<file path="src/rtl/tank_scheduler.sv">
// Per-frame motion/fire scheduler for the two player tanks.
// Each frame (falling edge of i_vga_buzy) it latches both joystick buses, then serves
// both players in round-robin order. The order alternates every frame. Border and
// tank-tank collisions are resolved before a move is committed.
// Optional: define TANK_SCHED_WRAP_EN to make border moves wrap instead of block.
module tank_scheduler #(
    parameter logic [5:0]  GRID_MAX = 6'd39,
    parameter int unsigned MOVE_DIV = 4,
    parameter int unsigned FIRE_CD  = 30
) (
    input  logic       clk,
    input  logic       rst_n,
    input  logic       i_run,
    input  logic       i_vga_buzy,
    input  logic [4:0] i_p0_cmd,
    input  logic [4:0] i_p1_cmd,
    output logic [5:0] o_p0_x,
    output logic [5:0] o_p0_y,
    output logic [1:0] o_p0_dir,
    output logic [5:0] o_p1_x,
    output logic [5:0] o_p1_y,
    output logic [1:0] o_p1_dir,
    output logic       o_fire_vld,
    output logic       o_fire_id,
    output logic       o_busy
);

`ifdef TANK_SCHED_WRAP_EN
    localparam bit WrapEn = 1'b1;
`else
    localparam bit WrapEn = 1'b0;
`endif

    localparam logic [3:0] MoveLast = 4'(MOVE_DIV - 1);
    localparam logic [5:0] FireCd   = 6'(FIRE_CD);

    typedef enum logic [2:0] {StIdle, StLatch, StSvcA, StSvcB, StDone} state_e;

    state_e          state_q, state_d;
    logic            first_q, first_d;
    logic            vga_prev_q, vga_prev_d;
    logic [1:0][4:0] cmd_q, cmd_d;
    logic [1:0][5:0] x_q, x_d, y_q, y_d;
    logic [1:0][1:0] dir_q, dir_d;
    logic [1:0][3:0] cnt_q, cnt_d;
    logic [1:0][5:0] cd_q, cd_d;
    logic            fire_vld_q, fire_vld_d;
    logic            fire_id_q, fire_id_d;
    logic            busy_q, busy_d;

    logic       tick;
    logic       sel;
    logic [4:0] cmd;
    logic [5:0] cur_x, cur_y, tgt_x, tgt_y, cur_cd, cd_eff;
    logic [3:0] cur_cnt;
    logic [1:0] new_dir;
    logic       edge_hit, attempt, blocked;

    // Frame tick on the falling edge of the VGA busy flag.
    assign tick = vga_prev_q & ~i_vga_buzy;

    // Sequencer and service of the player selected by the current service slot.
    always_comb begin
        state_d    = state_q;
        first_d    = first_q;
        vga_prev_d = i_vga_buzy;
        cmd_d      = cmd_q;
        x_d        = x_q;
        y_d        = y_q;
        dir_d      = dir_q;
        cnt_d      = cnt_q;
        cd_d       = cd_q;
        fire_vld_d = 1'b0;
        fire_id_d  = fire_id_q;

        sel     = (state_q == StSvcB) ? ~first_q : first_q;
        cmd     = cmd_q[sel];
        cur_x   = x_q[sel];
        cur_y   = y_q[sel];
        cur_cnt = cnt_q[sel];
        cur_cd  = cd_q[sel];

        // Heading priority: up > down > left > right; no bit keeps the heading.
        new_dir = dir_q[sel];
        if (cmd[0]) begin
            new_dir = 2'd0;
        end else if (cmd[1]) begin
            new_dir = 2'd2;
        end else if (cmd[2]) begin
            new_dir = 2'd3;
        end else if (cmd[3]) begin
            new_dir = 2'd1;
        end

        // Target cell; edge_hit marks a step off the grid, tgt then holds the wrapped cell.
        tgt_x    = cur_x;
        tgt_y    = cur_y;
        edge_hit = 1'b0;
        case (new_dir)
            2'd0: begin
                if (cur_y == 6'd0) begin
                    edge_hit = 1'b1;
                    tgt_y    = GRID_MAX;
                end else begin
                    tgt_y = cur_y - 6'd1;
                end
            end
            2'd1: begin
                if (cur_x >= GRID_MAX) begin
                    edge_hit = 1'b1;
                    tgt_x    = 6'd0;
                end else begin
                    tgt_x = cur_x + 6'd1;
                end
            end
            2'd2: begin
                if (cur_y >= GRID_MAX) begin
                    edge_hit = 1'b1;
                    tgt_y    = 6'd0;
                end else begin
                    tgt_y = cur_y + 6'd1;
                end
            end
            default: begin
                if (cur_x == 6'd0) begin
                    edge_hit = 1'b1;
                    tgt_x    = GRID_MAX;
                end else begin
                    tgt_x = cur_x - 6'd1;
                end
            end
        endcase

        attempt = (|cmd[3:0]) && (cur_cnt == MoveLast);
        // The other tank's registered position already reflects an earlier slot this frame.
        blocked = (edge_hit & ~WrapEn) | ((tgt_x == x_q[~sel]) && (tgt_y == y_q[~sel]));
        // Cooldown ages before the fire check, so a shot re-arms FIRE_CD frames later.
        cd_eff  = (cur_cd == 6'd0) ? 6'd0 : cur_cd - 6'd1;

        case (state_q)
            StIdle: begin
                if (tick && i_run) begin
                    state_d = StLatch;
                end
            end
            StLatch: begin
                cmd_d[0] = i_p0_cmd;
                cmd_d[1] = i_p1_cmd;
                state_d  = StSvcA;
            end
            StSvcA, StSvcB: begin
                dir_d[sel] = new_dir;
                if (attempt) begin
                    cnt_d[sel] = 4'd0;
                    if (!blocked) begin
                        x_d[sel] = tgt_x;
                        y_d[sel] = tgt_y;
                    end
                end else if (cur_cnt != MoveLast) begin
                    cnt_d[sel] = cur_cnt + 4'd1;
                end
                if (cmd[4] && (cd_eff == 6'd0)) begin
                    fire_vld_d = 1'b1;
                    fire_id_d  = sel;
                    cd_d[sel]  = FireCd;
                end else begin
                    cd_d[sel] = cd_eff;
                end
                state_d = (state_q == StSvcA) ? StSvcB : StDone;
            end
            StDone: begin
                first_d = ~first_q;
                state_d = StIdle;
            end
            default: state_d = StIdle;
        endcase

        busy_d = (state_d != StIdle);
    end

    // State register; reset aborts any sequence without committing it.
    always_ff @(posedge clk or negedge rst_n) begin
        if (!rst_n) begin
            state_q    <= StIdle;
            first_q    <= 1'b0;
            vga_prev_q <= 1'b1;
            cmd_q      <= '0;
            x_q        <= {GRID_MAX - 6'd2, 6'd2};
            y_q        <= {GRID_MAX - 6'd2, 6'd2};
            dir_q      <= {2'd2, 2'd0};
            cnt_q      <= '0;
            cd_q       <= '0;
            fire_vld_q <= 1'b0;
            fire_id_q  <= 1'b0;
            busy_q     <= 1'b0;
        end else begin
            state_q    <= state_d;
            first_q    <= first_d;
            vga_prev_q <= vga_prev_d;
            cmd_q      <= cmd_d;
            x_q        <= x_d;
            y_q        <= y_d;
            dir_q      <= dir_d;
            cnt_q      <= cnt_d;
            cd_q       <= cd_d;
            fire_vld_q <= fire_vld_d;
            fire_id_q  <= fire_id_d;
            busy_q     <= busy_d;
        end
    end

    assign o_p0_x     = x_q[0];
    assign o_p0_y     = y_q[0];
    assign o_p0_dir   = dir_q[0];
    assign o_p1_x     = x_q[1];
    assign o_p1_y     = y_q[1];
    assign o_p1_dir   = dir_q[1];
    assign o_fire_vld = fire_vld_q;
    assign o_fire_id  = fire_id_q;
    assign o_busy     = busy_q;

endmodule

</file>
<file path="config.mk">
export PLATFORM = sky130hd
export DESIGN_NAME = tank_scheduler
export DESIGN_NICKNAME = d
export VERILOG_FILES = /design/src/rtl/tank_scheduler.sv
export SDC_FILE = /design/constraint.sdc
export NUM_CORES = 1
export LEC_CHECK = 0
export ABC_CLOCK_PERIOD_IN_PS = 7100
export BUFFER_PORTS_ARGS = -buffer_cell sky130_fd_sc_hd__buf_4
export CAP_MARGIN = 20
export CORE_MARGIN = 8
export CORE_UTILIZATION = 50
export DETAILED_ROUTE_END_ITERATION = 8
export PLACE_DENSITY_LB_ADDON = 0.05
export SLEW_MARGIN = 0
export SYNTH_ARGS = -nofsm -noshare
export SYNTH_HDL_FRONTEND = slang
export SYNTH_SLANG_ARGS = --single-unit
</file>
<file path="constraint.sdc">
create_clock -name clk -period 7.1 [get_ports clk]
set_input_delay 1.42 -clock clk [delete_from_list [all_inputs] [get_ports clk]]
set_output_delay 1.42 -clock clk [all_outputs]
set_load 0.03 [all_outputs]
</file>
==> results of run 1 <==
==> worst min-delay path, stage by stage, from the launching register on <==
cell,delay (ns)
dfrtp_1,0.35
nand2_1,0.05
o21ai_0,0.06
==> cells by family after synthesis <==
family / count (synthesis) / synth area share (%)
AOI/OAI and AO/OA: 150 / 20.0
DFF: 66 / 31.6
muxes: 87 / 18.0
buffers and inverters: 55 / 5.04
adders and majority gates: 8 / 1.90
and+or+nand+nor: 218 / 20.3
xor gates and xnor gates: 16 / 3.16
==> stage by stage <==
stage | util, % | area (µm²)
after CTS | 56.8 | 5830
final | 56.8 | 5830
after global routing | 56.8 | 5830
after floorplan | - | 5270
after global placement | 54.5 | 5600
after detailed placement | 54.5 | 5600
==> final cells by class <==
type	instances	share of cell area [%]
inverter	12	0.772
clock buffer	9	2.12
timing repair buffer	50	6.44
multi-input combinational	479	57.4
sequential	66	28.5
clock inverter	7	1.80
tap	136	2.92
==> per-layer routing <==
layer  vias to the layer above  part of all wire [%]
met5                         -                     0
met4                         0                   2.3
met3                        31                   7.8
met2                       214                    47
met1                      2350                    42
li1                       2274                     -
==> state kept, by name, indices dropped and copies added, names as in the netlist, 3 cells and up <==
signal   count
cd_q        12
cmd_q       10
cnt_q        8
o_p0_x       6
o_p0_y       6
o_p1_x       6
o_p1_y       6
state_q      3
==> worst max path at each step <==
stage | startpoint | to | slack, ns
floorplan | state_q[2] | o_p0_x[2] | 1.45
global placement | state_q[2] | o_p1_y[1] | 1.55
detailed placement | state_q[2] | o_p0_y[0] | 1.53
CTS | state_q[2] | o_p1_y[1] | 1.49
global route | state_q[2] | o_p0_y[0] | 1.16
finish | state_q[2] | o_p1_y[1] | 1.48
==> synthesized netlist by cell type, drive strengths merged, types with 4 or more instances <==
cell | count | share of area, %
nand2 | 72 | 5.1
o211ai | 4 | 0.57
xor2 | 8 | 1.7
dfrtp | 56 | 27
or3 | 9 | 1.1
clkbuf | 26 | 1.9
xnor2 | 8 | 1.5
a2111oi | 5 | 1.1
mux2i | 40 | 7.7
and2 | 4 | 0.47
a31oi | 11 | 1.3
o21ai | 32 | 3.2
nand3 | 20 | 1.9
nor2b | 5 | 0.59
o21a | 4 | 0.57
a221oi | 6 | 1.0
or2 | 5 | 0.59
nand3b | 4 | 0.57
a21oi | 29 | 2.8
nor4b | 4 | 0.67
buf | 17 | 2.3
dfstp | 10 | 5.0
nand4 | 9 | 1.1
and3 | 5 | 0.59
a211oi | 16 | 2.5
mux2 | 46 | 9.9
a211o | 4 | 0.67
inv | 12 | 0.86
nor2 | 36 | 2.6
a22o | 4 | 0.67
nand2b | 9 | 1.1
nor4 | 6 | 0.71
nor3 | 23 | 2.2
o32ai | 4 | 0.67
ha | 8 | 1.9
==> results.cfg, run 1 <==
[yosys]
synth-warning-count = 0
synth.yosys.seq_area_share_pct = 31.6
yosys.cell_types.count = 72
syn_nets = 622
synth_area_per_cell_um2 = 8.78
netlist_area_mm2 = 0.00527
synth_seq_cells = 66
postSynth.topFlopCell = dfrtp_1
cell_count_after_synthesis = 600
async_flop_share_pct = 100
number_of_synthesized_flops_with_an_enable_pin = 0

[clock_tree]
holdBufCountCts = 0
cts_max_path_buffers = 2
numCtsBuffers = 9
cts_tree = yes
h_tree_depth_reported_by_cts = 3
postCtsSetupBuffers = 0
clk_pin_slew_worst_paths_ns = 0.08
ctsRootBufferMaster = clkbuf_8
clock_insertion_delay_worst_skew_ns = 0.37
postCtsResizedCells = 0
numClockSinks = 66

[global_routing]
grt_busiest_layer = met2
global_route.usage.met2_pct = 35.3
grt.overflow.total = 0
grt_start_max_net_pins = 70
grt_pass1_wl_mm = 25.2
number_of_antenna_violations_at_the_first_check_in_global_routing = 0
grt_pass1_vias = 4616
groute.layer.met3.usage_pct = 3.62
gr-usage-all-layers_pct = 22.0
gr-usage-met1_pct = 29.2

[critical_path]
crit_path_cell_trace = and3b_1 -> xnor2_4 -> buf_4 -> mux2_2 -> inv_1 -> ha_1 -> or3b_2 -> mux2i_1 -> or3_1 -> a21oi_1 -> a211oi_1 -> xor2_1 -> nand4_1 -> o21ai_2 -> mux2_2
timing.setup.critical_path_class = reg2reg
worstPathArrival_ns = 5.86
cpLargestDelayFamily = simple AND/OR/NAND/NOR gates
critical-path-top-cell-by-count = mux2_2
critPathBufInv = 2
crit-reg2reg-capture = o_p1_y[1]
crit_path_max_incr_delay_ns = 0.62
worst-path-stages = 15
rrSetupSlack_ns = 1.48
crit_path_max_fanout = 57
crit_path_top_delay_cell = buf_4
worst_ep_required_time_ns = 7.34
critical_path.endpoint_type = flop
worst_r2r_path_depth = 15
crit_path_start_kind = flop
worstReg2RegStart = state_q[2]

[status]
outcome = finished, final reports clean

[detailed_routing]
drt-total-wl_mm = 15.6
num_vias = 4869
ant_nets = 0
detail_route.drc_violations = 0
dr.pass1.iters = 6
vias_per_cell = 6.42
routedWlPerCell_um = 20.5
detailedRoute.firstIterationViolations = 401

[place]
dp_hpwl_mm = 11.0
placedCellCount = 743
routabilityCongestion = 0.939
dpl_worst_slack_ns = 1.53
io_buffer_count = 44

[timing]
tightest_slew_ns = 0.891
fin_skew_ns = 0.0171
final_period_utilization_pct = 79.1
timing.final.hold_violations = 0
timing.setup.tns_ns = 0
hold_ws_ns = 0.487
finalWorstSetupSlack_ns = 1.48
max_slew_margin_pct = 40.6
rsz0062_at_grt = no
fmax_mhz = 178
setup_violations_final = 0
period_minus_slack_ns = 5.62
final-max-slew-violation-count = 0

[layout]
areaGrowthSynthToFinish_pct = 10.7
stdcell_count = 759
filler_cell_count = 961
share_of_cells_above_drive_strength_1_pct = 18.9
layout_common_cells = nand2_1, dfrtp_1, buf_4
area_taken_by_multi_input_logic_gates_mm2 = 0.00335
sequential_area_mm2 = 0.00166
final_nets = 640
antenna-diode-count = 0
most_frequent_standard_cell_in_the_layout_excluding_fill_and_tap_cells = nand2_1

[min_path]
min_to = cd_q[7]
min_path_cells = 2
holdCritPathClass = reg2reg
min-delay-start = cd_q[7]

[floorplanning]
die_area_mm2 = 0.0141
fp.dieW_um = 119
floorplan.rows = 37
core_area_mm2 = 0.0103
ioPinCount = 45
starting_density_pct = 51.3
die_height_um = 119

[job]
timing.max_cap.violations = 0
Power of run 1 is left out: the tool's default activity adds up to more than one toggle a clock period on the data nets, which glitch-free logic cannot reach.
==> run 2, diff against run 1 <==
--- a/config.mk
+++ b/config.mk
@@ -5,7 +5,8 @@
 export SDC_FILE = /design/constraint.sdc
 export NUM_CORES = 1
 export LEC_CHECK = 0
-export ABC_CLOCK_PERIOD_IN_PS = 7100
+export ABC_AREA = 1
+export ABC_CLOCK_PERIOD_IN_PS = 5100
 export BUFFER_PORTS_ARGS = -buffer_cell sky130_fd_sc_hd__buf_4
 export CAP_MARGIN = 20
 export CORE_MARGIN = 8
==> constraint.sdc (replaced) <==
create_clock -name clk -period 5.1 [get_ports clk]
set_input_delay 1.02 -clock clk [delete_from_list [all_inputs] [get_ports clk]]
set_output_delay 1.02 -clock clk [all_outputs]
set_load 0.03 [all_outputs]
==> run 2 against run 1 <==
Against the previous run:
- clock skew is 0.0054 ns lower
- first-iteration DRC count shrank 17%
- sequential cell count stayed put
- wire length fell by 15%
- count of clock-buffer cells in the layout grew 1
- largest cell class unchanged
==> results.cfg, run 2 <==
[yosys]
synth.yosys.seq_area_share_pct = 34.6
cell_count_after_synthesis = 711
synth_top_cell_area_share_pct = 29.1
number_of_synthesized_flops_with_an_enable_pin = 0
synth_top_cell_by_area = dfrtp_1
synth.top_cells.by_count = nand2_1, inv_1, nand3_1
postSynth.topFlopCell = dfrtp_1
synth_area_per_cell_um2 = 6.76
async_flop_share_pct = 100
yosys-top-cells-area = dfrtp_1, nand2_1, nand3_1
synth_seq_cells = 66
syn_nets = 733
synth-warning-count = 0
cell_with_the_most_instances_after_synthesis = nand2_1
yosys.cell_types.count = 43
netlist_area_mm2 = 0.00481

[floorplanning]
die_height_um = 114
fp.dieW_um = 114
floorplan.rows = 35
core_area_mm2 = 0.00928
starting_density_pct = 51.8
die_area_mm2 = 0.0130
ioPinCount = 45

[critical_path]
critical_path.endpoint_type = flop
worst-path-stages = 20
worstPathArrival_ns = 4.65
cpLargestDelayFamily = simple AND/OR/NAND/NOR gates
critical-path-top-cell-by-count = nand2_1
timing.setup.critical_path_class = reg2reg
worst_ep_required_time_ns = 5.39
crit_path_max_fanout = 34
crit_path_top_delay_cell = nand2_2
rrSetupSlack_ns = 0.74
crit_path_max_incr_delay_ns = 0.64
crit_path_start_kind = flop
worst_r2r_path_depth = 20
crit-reg2reg-capture = o_p0_x[1]
critPathBufInv = 2
worstReg2RegStart = state_q[2]
crit_path_cell_trace = inv_2 -> nand4_2 -> nand2_2 -> nand2_1 -> o21ai_1 -> inv_1 -> ha_1 -> nand3_1 -> nand3_1 -> nand2_1 -> nand3_1 -> nand2_1 -> nand3_1 -> nand2_1 -> nand2_1 -> nor2_1 -> nand4_4 -> nand3_2 -> nand2_1 -> nand2_1

[detailed_routing]
wl_met3_um = 866
ant_nets = 0
detail_route.drc_violations = 0
num_vias = 4791
vias_per_cell = 5.44
dr.pass1.iters = 5
detailedRoute.firstIterationViolations = 333
met1_length_mm = 5.76
drt-total-wl_mm = 13.3
top_layer_used = met4
routedWlPerCell_um = 15.1
met2WireLength_mm = 6.31

[layout]
largest_registers = cd_q: 12 flops, cmd_q: 10 flops, cnt_q: 8 flops
largest_register_ffs = 12
most_frequent_standard_cell_in_the_layout_excluding_fill_and_tap_cells = nand2_1
finish.utilization_pct = 58.6
largest_register = cd_q
filler_cell_count = 897
layout_common_cells = nand2_1, inv_1, nand3_1
share_of_cells_above_drive_strength_1_pct = 15.7
antenna-diode-count = 0
areaGrowthSynthToFinish_pct = 13.1
final_nets = 769

[timing]
max_slew_margin_pct = 45.6
timing.final.hold_violations = 0
fin_skew_ns = 0.0117
final-max-slew-violation-count = 0
fmax_mhz = 230
tightest_slew_ns = 0.816
rsz0062_at_grt = no
timing.setup.tns_ns = 0
setup_violations_final = 0
hold_ws_ns = 0.483
period_minus_slack_ns = 4.36
final_period_utilization_pct = 85.4

[min_path]
min_path_cells = 2
holdCritPathClass = reg2reg
min_to = cd_q[6]
min-delay-start = cd_q[6]

[clock_tree]
cts_tree = yes
holdBufCountCts = 0
clock_insertion_delay_worst_skew_ns = 0.35
postCtsSetupBuffers = 0
ctsRootBufferMaster = clkbuf_8
numCtsBuffers = 9
numClockSinks = 66
postCtsResizedCells = 0
clk_pin_slew_worst_paths_ns = 0.08
h_tree_depth_reported_by_cts = 3
cts_max_path_buffers = 2

[global_routing]
number_of_antenna_violations_at_the_first_check_in_global_routing = 0
gr-usage-all-layers_pct = 21.5
grt.overflow.total = 0
grt_pass1_vias = 4426
grt_pass1_wl_mm = 22.3
grt_start_max_net_pins = 67

[status]
outcome = finished, final reports clean

[place]
io_buffer_count = 44
dp_hpwl_mm = 10.1
routabilityCongestion = 0.902

[job]
timing.max_cap.violations = 0
==> run 2: changes by cell type in the layout (fill, tap and decap cells not counted), moves of 22 or more <==
cell / delta
inv_1: +69
mux2i_1: -37
nand2_1: +167
nand3_1: +51
nand4_1: +32
nor2_1: +24
nor3_1: -22
==> run 2: metrics by stage <==
step	std cells	area (µm²)	setup slack (ns)
floorplan	711	4810	1.66
global placement	865	5200	0.942
detailed placement	865	5200	0.833
CTS	881	5440	0.801
global route	881	5440	0.185
finish	881	5440	0.745
==> run 2: layout make-up <==
class                           count  area (µm²)  area share [%]
Clock buffer                       10         128            2.35
Timing Repair Buffer               47         365            6.72
Clock inverter                      6         115            2.12
Tap cell                          129         161            2.97
Sequential cell                    66        1660            30.6
Inverter                           87         327            6.00
Multi-Input combinational cell    536        2680            49.3
==> run 2: kinds of logic after synthesis <==
family | synth area share (%)
and+or+nand+nor | 42.1
buffers and inverters | 9.68
AOI/OAI and AO/OA | 8.59
DFF | 34.6
muxes | 2.06
adders and majority gates | 2.08
xor gates and xnor gates | 0.911
==> run 2: worst max-delay path by stage <==
stage | from | to
after CTS | state_q[2] | o_p1_x[5]
after global routing | state_q[2] | o_p0_x[3]
after global placement | state_q[2] | o_p1_x[4]
final | state_q[2] | o_p0_x[1]
after detailed placement | state_q[2] | o_p1_x[5]
after floorplan | state_q[2] | o_p1_y[4]
==> run 2: metal layers <==
| metal | track usage, % | vias to the layer above |
|---|---|---|
| met4 | 7.54 | 0 |
| li1 | - | 2384 |
| met5 | 0 | - |
| met2 | 34.7 | 175 |
| met3 | 4.91 | 28 |
| met1 | 27.6 | 2204 |
==> run 2: tightest hold or removal path, cell delays in order, from the launching register on <==
cell     delay [ns]
dfrtp_1        0.35
nand2_1        0.05
o31ai_1        0.05
Power of run 2 is left out for the same reason.
